### config.mk
export PLATFORM = sky130hd
export DESIGN_NAME = alu_sequencer
export DESIGN_NICKNAME = d
export VERILOG_FILES = /design/src/rtl/alu_seq_pkg.sv /design/src/rtl/alu_ctrl_decode.sv /design/src/rtl/alu_sequencer.sv
export SDC_FILE = /design/constraint.sdc
export NUM_CORES = 1
export LEC_CHECK = 0
export CAP_MARGIN = 20
export CORE_ASPECT_RATIO = 1.4
export CORE_MARGIN = 2
export CORE_UTILIZATION = 30
export CTS_CLUSTER_DIAMETER = 150
export DETAILED_ROUTE_END_ITERATION = 10
export GPL_TIMING_DRIVEN = 0
export PLACE_DENSITY = 0.56
export SYNTH_ARGS = -nofsm -noshare
export SYNTH_HDL_FRONTEND = slang
export SYNTH_SLANG_ARGS = --single-unit
### constraint.sdc
create_clock -name clk -period 3.7 [get_ports clk]
set_input_delay 0.74 -clock clk [delete_from_list [all_inputs] [get_ports clk]]
set_output_delay 0.74 -clock clk [all_outputs]
set_load 0.01 [all_outputs]
### src/rtl/alu_seq_pkg.sv
// Shared definitions for the ALU sequencer: opcodes, slice mux codes,
// FSM state encoding and default width / counter width.
package alu_seq_pkg;

    localparam int DEF_WIDTH = 32;
    localparam int CNT_W     = $clog2(DEF_WIDTH);

    localparam logic [2:0] OP_AND  = 3'b000;
    localparam logic [2:0] OP_OR   = 3'b001;
    localparam logic [2:0] OP_ADD  = 3'b010;
    localparam logic [2:0] OP_XOR  = 3'b011;
    localparam logic [2:0] OP_SUB  = 3'b100;
    localparam logic [2:0] OP_SLT  = 3'b101;
    localparam logic [2:0] OP_NOR  = 3'b110;
    localparam logic [2:0] OP_MULT = 3'b111;

    localparam logic [1:0] SEL_AND = 2'b00;
    localparam logic [1:0] SEL_OR  = 2'b01;
    localparam logic [1:0] SEL_SUM = 2'b10;
    localparam logic [1:0] SEL_XOR = 2'b11;

    typedef enum logic [1:0] {
        IDLE = 2'd0,
        EXEC = 2'd1,
        MUL  = 2'd2,
        DONE = 2'd3
    } state_t;

endpackage

### src/rtl/alu_ctrl_decode.sv
// Combinational opcode -> slice control decode.
// Ports: op in; ainvert, binvert, less_xor, opsel, cin, b_inv_sel out.
import alu_seq_pkg::*;

module alu_ctrl_decode (
    input  logic [2:0] op,
    output logic       ainvert,
    output logic       binvert,
    output logic       less_xor,
    output logic [1:0] opsel,
    output logic       cin,
    output logic       b_inv_sel
);

    always_comb begin
        ainvert   = 1'b0;
        binvert   = 1'b0;
        less_xor  = 1'b0;
        opsel     = SEL_AND;
        cin       = 1'b0;
        b_inv_sel = 1'b0;
        unique case (op)
            OP_AND: opsel = SEL_AND;
            OP_OR:  opsel = SEL_OR;
            OP_ADD: opsel = SEL_SUM;
            OP_XOR: begin
                opsel    = SEL_XOR;
                less_xor = 1'b1;
            end
            // The slice adder ignores the invert lines, so
            // subtraction inverts b here and injects carry-in.
            OP_SUB, OP_SLT: begin
                opsel     = SEL_SUM;
                cin       = 1'b1;
                b_inv_sel = 1'b1;
            end
            OP_NOR: begin
                ainvert = 1'b1;
                binvert = 1'b1;
            end
            OP_MULT: opsel = SEL_SUM;
        endcase
    end

endmodule

### src/rtl/alu_sequencer.sv
// Initiator for the bit-slice ALU array: start/done handshake, single
// ops issue once, MULT runs a WIDTH-cycle shift-add loop on the ALU adder.
// Ports: clk, reset, start, op, a, b in; busy, done, result, carry, zero
// out; alu_a/b, alu_cin, alu_ainvert/binvert/less_xor, alu_opsel out;
// alu_result, alu_cout in.
import alu_seq_pkg::*;

module alu_sequencer #(
    parameter int WIDTH = DEF_WIDTH
) (
    input  logic             clk,
    input  logic             reset,
    input  logic             start,
    input  logic [2:0]       op,
    input  logic [WIDTH-1:0] a,
    input  logic [WIDTH-1:0] b,
    output logic             busy,
    output logic             done,
    output logic [WIDTH-1:0] result,
    output logic             carry,
    output logic             zero,
    output logic [WIDTH-1:0] alu_a,
    output logic [WIDTH-1:0] alu_b,
    output logic             alu_cin,
    output logic             alu_ainvert,
    output logic             alu_binvert,
    output logic             alu_less_xor,
    output logic [1:0]       alu_opsel,
    input  logic [WIDTH-1:0] alu_result,
    input  logic             alu_cout
);

    localparam int CW = (WIDTH > 1) ? $clog2(WIDTH) : 1;

    state_t           state, state_n;
    logic [2:0]       op_r;
    logic [WIDTH-1:0] a_r;   // operand a; multiplicand m in MUL
    logic [WIDTH-1:0] b_r;   // operand b; multiplier q in MUL
    logic [WIDTH-1:0] p;
    logic [CW-1:0]    cnt;

    logic             d_ainv, d_binv, d_lx, d_cin, d_binv_sel;
    logic [1:0]       d_opsel;

    logic             last, lt, addsub;
    logic [WIDTH-1:0] exec_res, mul_res;

    alu_ctrl_decode u_dec (
        .op        (op_r),
        .ainvert   (d_ainv),
        .binvert   (d_binv),
        .less_xor  (d_lx),
        .opsel     (d_opsel),
        .cin       (d_cin),
        .b_inv_sel (d_binv_sel)
    );

    assign last   = (cnt == CW'(WIDTH - 1));
    assign addsub = (op_r == OP_ADD) || (op_r == OP_SUB);

    // Signs differ: a<b iff a is negative; else sign of a-b decides.
    assign lt = (a_r[WIDTH-1] != b_r[WIDTH-1]) ? a_r[WIDTH-1]
                                               : alu_result[WIDTH-1];

    assign exec_res = (op_r == OP_SLT) ? {{(WIDTH-1){1'b0}}, lt}
                                       : alu_result;

    // Final product includes the add made in the last MUL cycle.
    assign mul_res = b_r[0] ? alu_result : p;

    always_ff @(posedge clk) begin
        if (reset) begin
            state  <= IDLE;
            op_r   <= '0;
            a_r    <= '0;
            b_r    <= '0;
            p      <= '0;
            cnt    <= '0;
            result <= '0;
            carry  <= 1'b0;
            zero   <= 1'b0;
        end else begin
            state <= state_n;
            unique case (state)
                IDLE: begin
                    if (start) begin
                        op_r <= op;
                        a_r  <= a;
                        b_r  <= b;
                        p    <= '0;
                        cnt  <= '0;
                    end
                end
                EXEC: begin
                    result <= exec_res;
                    carry  <= addsub & alu_cout;
                    zero   <= (exec_res == '0);
                end
                MUL: begin
                    if (b_r[0]) p <= alu_result;
                    a_r <= a_r << 1;
                    b_r <= b_r >> 1;
                    cnt <= cnt + 1'b1;
                    if (last) begin
                        result <= mul_res;
                        carry  <= 1'b0;
                        zero   <= (mul_res == '0);
                    end
                end
                DONE: ;
            endcase
        end
    end

    always_comb begin
        state_n      = state;
        busy         = (state != IDLE);
        done         = (state == DONE);
        alu_a        = '0;
        alu_b        = '0;
        alu_cin      = 1'b0;
        alu_ainvert  = 1'b0;
        alu_binvert  = 1'b0;
        alu_less_xor = 1'b0;
        alu_opsel    = SEL_AND;
        unique case (state)
            IDLE: begin
                if (start)
                    state_n = (op == OP_MULT) ? MUL : EXEC;
            end
            EXEC: begin
                state_n      = DONE;
                alu_a        = a_r;
                alu_b        = d_binv_sel ? ~b_r : b_r;
                alu_cin      = d_cin;
                alu_ainvert  = d_ainv;
                alu_binvert  = d_binv;
                alu_less_xor = d_lx;
                alu_opsel    = d_opsel;
            end
            MUL: begin
                if (last) state_n = DONE;
                alu_a     = p;
                alu_b     = a_r;
                alu_opsel = SEL_SUM;
            end
            DONE: state_n = IDLE;
        endcase
    end

endmodule

# [Yosys cells after proc, flatten, opt, wreduce, memory -nomap -nowiden]
# Cells that the tools add are included.
[classes] add_sub_neg=1 n_eq_ne=15 muxes=32 reduce_logical=13 bitwise=2
[op_table] op="one-hot mux 32 bit (2 select lines)" count=6
[op_table] op="two-way mux 32 bit" count=7
[op_table] op="logical NOT 32 bit" count=2
[op_table] op="NOT 32 bit" count=1
[op_table] op="== test 3 bit (second input constant)" count=5
[op_table] op="one-hot mux 5 bit (2 select lines)" count=1
[op_table] op="two-way mux 1 bit" count=9
[op_table] op="one-hot mux 2 bit (4 select lines)" count=1
[op_table] op="AND reduction 2 bit" count=4
[op_table] op="== test 3 x 2 -> 1 bit (second input constant)" count=2
[op_table] op="two-way mux 2 bit" count=3
[op_table] op="one-hot mux 2 bit (3 select lines)" count=1
[op_table] op="nonzero test 2 bit" count=3
[op_table] op="adder 5 x 1 -> 5 bit (second input constant)" count=1
[op_table] op="== test 5 bit (second input constant)" count=1
[op_table] op="two-way mux 5 bit" count=1
[op_table] op="== test 2 bit (second input constant)" count=2
[op_table] op="inequality test 2 bit (second input constant)" count=2
[op_table] op="one-hot mux 1 bit (2 select lines)" count=2
[op_table] op="one-hot mux 2 bit (2 select lines)" count=1
[op_table] op="OR reduction 4 bit" count=1
[op_table] op="== test 3 x 1 -> 1 bit (second input constant)" count=1
[op_table] op="== test 2 x 1 -> 1 bit (second input constant)" count=1
[op_table] op="logical NOT 2 bit" count=1
[op_table] op="other kinds (4)" count=4
[totals] input_bits=103 reg_bits=140 word_cells=72

# [Longest topological paths before layout]
[depth] word_depth=5 depth_mapped=10

# [Hierarchy]
# From an unflattened synthesis, not the netlist that was laid out.
[hier_totals] hier_cells=886 hier_area_um2=7500.9
[by_module_without_submodules] module="alu_sequencer" cells_each=878 n_inst=1 seq_area_each_um2=2802.7 area_per_inst_um2=7442.1
[by_module_without_submodules] module="alu_ctrl_decode" cells_each=8 n_inst=1 seq_area_each_um2=0.0 area_per_inst_um2=58.8

# [Worst setup path before layout]
# Ideal clock, no wire load.
[synth_path] path_kind="reg-to-output" from="register state[1]" to="output port alu_binvert" t_required_ps=2960 path_stages_with_launch=8 t_arrival_ps=1634 path_slack_ps=1326 cell_sequence="dfxtp_1 > inv_1 > ha_1 > buf_2 > clkbuf_1 > nand2_1 > nor3b_1 > buf_4"
[synth_between] elab_chain_cells=2
[synth_rtl] item="start: declaration" line="alu_sequencer.sv:35" text="state_t state, state_n;"
[synth_rtl] item="start signal: assignment" line="alu_sequencer.sv:83" text="state <= state_n;"
[synth_rtl] item="== test 2 x 1 -> 1 bit"
[synth_rtl] item="two-way mux 1 bit"
[synth_rtl] item="end: declaration" line="alu_sequencer.sv:26" text="output logic alu_binvert,"
# No other way between the ends.

# [Worst setup path in the final report]
[layout_path] from="register state[0]" to="output port alu_a[0]"
[layout_between] elab_chain_cells=2 elab_cells_between_ends=3 classes_between="eq/ne: 2; mux: 1"
[layout_rtl] item="== test 2 bit or == test 2 x 1 -> 1 bit (tied branches)" line="alu_sequencer.sv:126" text="unique case (state)"
[layout_rtl] item="one-hot mux 32 bit (2 select lines) *" line="alu_sequencer.sv:126"
[layout_rtl] item="end: declaration" line="alu_sequencer.sv:22" text="output logic [WIDTH-1:0] alu_a,"
# Every way passes the cells marked *; elsewhere a longest branch is shown, timed or not.

==> flow_summary.toml <==
[sta]
holdWs_ns = 0.507
setup_viol_count_final = 0
relSlewSlack_pct = 37.9
setup_ws_ns = 0.136
rsz0062_at_grt = "no"
maxClockFrequency_mhz = 281
setup_tns_ns = 0
skew_ns = 0.00752
finalCriticalPeriod_ns = 3.56
fin_crit_sh_pct = 96.3
hold_viol = 0
drv_slew = 0
tightest_slew_ns = 0.932

[critical_path]
critPathKind = "flip-flop to output pin"
r2r_cells = 9
cpMaxStageDelayCell = "clkdlybuf4s50_1"
critPathRequiredTime_ns = 2.96
reg2reg_to = "p[30]"
r2r_setup_slack_ns = 1.41
critPathMaxFanout = 10
crit_path_end_kind = "output pin"
rr_startpoint = "state[0]"
path_buf_inv = 5
worst_setup_path_start_kind = "flip-flop"
worstPathArrival_ns = 2.82
path_cells = "inv_1, ha_1, buf_6, buf_2, clkbuf_2, a22oi_1, nor2_1, clkdlybuf4s50_1"
cp_top_family = "buffers and inverters"
slowest_delay_ns = 0.59

[logic_synthesis]
syn_area_mm2 = 0.00781
ys.flop_type = "dfxtp_1"
yosysWarnings = 0
synth.area.top_cells = "dfxtp_1 (36%), nor2_1 (12%), mux2i_1 (12%), a22oi_1 (9.6%), a211oi_1 (5.8%)"
synth_edf_count = 0
syn-num-nets = 1034
synth_top_area_share_pct = 35.9
yosysTopAreaCell = "dfxtp_1"
synth_cells = 924
synth.distinct_cells = 46
ys_seq_area_share_pct = 35.9
async_reset_ff_share_pct = 0
avgSynthCellArea_um2 = 8.45
ys_ff_latch = 140

[clock_tree]
htree_num_levels = 4
clkSlewWorstSetupHoldPaths_ns = 0.06
cts_buffers = 17
cts_root_buffer = "clkbuf_16"
cts.path.max_buffers = 2
cts.sinks = 140
holdBufCountCts = 0
insertion_delay_ns = 0.43
cts_tree = "done"

[drt]
first_iter_violations = 534
dr.max_layer_used = "met4"
drt_pass1_iterations = 5
route.met2.wl_um = 15000
vias_per_cell = 5.21
antenna_left = 0
drc_errors = 0
vias = 7704
finalWirelength_um = 29400
wl_met1_um = 12200
wl_met3_um = 1250
wl_per_cell_um = 19.8

[global_route]
track_usage_pct = 21.4
antenna_found_initial = 0
grt_pass1_vias = 7660
grt_pass1_wl_um = 44900
overflow = 0
grt_max_degree = 17

[cells_and_area]
area_growth_pct = 38.6
drive_gt1_share_pct = 11.0
antenna_cells = 0
nets = 1259
final_cells = 1479
fin_area_mm2 = 0.0108

[worst_hold_path]
hold_path.class = "flip-flop to flip-flop"
holdPathStages = 2
hold_start = "cnt[4]"
hold_path_end = "cnt[4]"

[placement]
dpl_worst_slack_ns = 0.330
dpl.hpwl_um = 23400
place.gp.congestion = 0.887
placedCellCount = 1450
placed_area_mm2 = 0.0103
io_buffers = 207

[status]
status = "complete, no violations"

[die]
core.rowCount = 69
coreArea_mm2 = 0.0255
die_width_um = 140
initial_core_util_pct = 30.7
die-area_mm2 = 0.0273
dieHeight_um = 195
boundaryPins = 209

[pwr]
power_density_mw_per_mm2 = 757
ir_drop_mv = 0.341
p_leak_uw = 0.00381

[job]
cap_violations = 0
[registers in the layout (all words and copies together), names as in the netlist, 2 cells and up]
register  cells
result       32
state         2
op_r          3
p            32
cnt           5
b_r          32
a_r          32
[routing by layer]
| metal | up-vias | track usage [%] |
|---|---|---|
| li1 | 3771 | - |
| met1 | 3646 | 25.4 |
| met2 | 239 | 38.3 |
| met3 | 48 | 3.50 |
| met4 | 0 | 8.38 |
| met5 | - | 0 |
[per-stage QoR]
step                power (µW)  util, %
floorplan                 5090        -
global placement          6570     40.4
detailed placement        6610     40.4
CTS                       8220     42.5
global route              8750     42.5
finish                    8190     42.5
[logic make-up after synthesis]
family          share of synthesized area [%]
compound gates                           24.8
flops                                    35.9
fa+ha+maj                                1.25
xor+xnor                                 3.70
mux                                      11.5
simple gates                             16.4
buf+inv                                  6.40
[how the worst max path moves through the flow]
stage | startpoint | end | slack (ns) | depth (start not counted)
floorplan | state[1] | alu_binvert | 1.33 | 7
global placement | state[0] | alu_a[23] | 0.34 | 7
detailed placement | state[1] | alu_b[27] | 0.33 | 8
CTS | state[0] | alu_b[31] | 0.002 | 8
global route | state[0] | alu_a[2] | 0.01 | 8
finish | state[0] | alu_a[0] | 0.14 | 8
[cells in the final DEF (no fill, tap or decap), drive strengths merged, types with 3 or more instances in the layout]
| master | n |
|---|---|
| o22ai | 4 |
| nand3 | 5 |
| nor3 | 11 |
| inv | 9 |
| a31oi | 3 |
| nor2 | 242 |
| buf | 45 |
| a21oi | 34 |
| mux2i | 90 |
| nand2 | 14 |
| a211oi | 90 |
| a22oi | 100 |
| xor2 | 31 |
| dfxtp | 140 |
| clkdlybuf4s50 | 207 |
| ha | 7 |
| and3 | 3 |
| nor4 | 12 |
| clkinv | 5 |
| clkbuf | 68 |
| o21ai | 11 |
| nand4 | 6 |
[cells in the mapped netlist (4+ instances only)]
cell type / n
o22ai_1: 4
o21ai_0: 8
dfxtp_1: 140
buf_1: 4
buf_2: 31
buf_4: 7
ha_1: 7
inv_1: 8
a211oi_2: 30
mux2i_1: 90
nand2_1: 13
a21oi_2: 11
xor2_1: 31
nor4_1: 12
nand4_1: 6
buf_6: 4
clkbuf_1: 44
nand3_1: 5
nor2_1: 241
a21oi_1: 23
nor3_1: 11
a22oi_1: 100
a211oi_1: 60
[worst min-delay path: cells and delay by family, from the launching register on]
family           cells  cell delay [ns]
AO/OA/AOI/OAI        1             0.06
flip-flops           1             0.34
AND/OR/NAND/NOR      1             0.07
[power by group]
group	switching [µW]	leakage, µW	internal, µW
registers	430	0.00115	1970
clock network	654	0.000261	945
logic	2450	0.00240	1740
total	3530	0.00381	4650
[timing repair]
item                                    CTS  global route
resized for setup                         3            13
buffers inserted                          0             0
endpoints found under the setup margin   36            26
[layout make-up]
cell class,instances,area (µm²)
plain buffers,91,473
clock buffers,22,464
clock inverters,8,70.1
fillers,2539,14600
inverters,9,36.3
multi-input cells,683,4500
flip-flops and latches,140,2800
well taps,319,399
repair buffers,207,2070
Power figures use the tool's default switching activity.
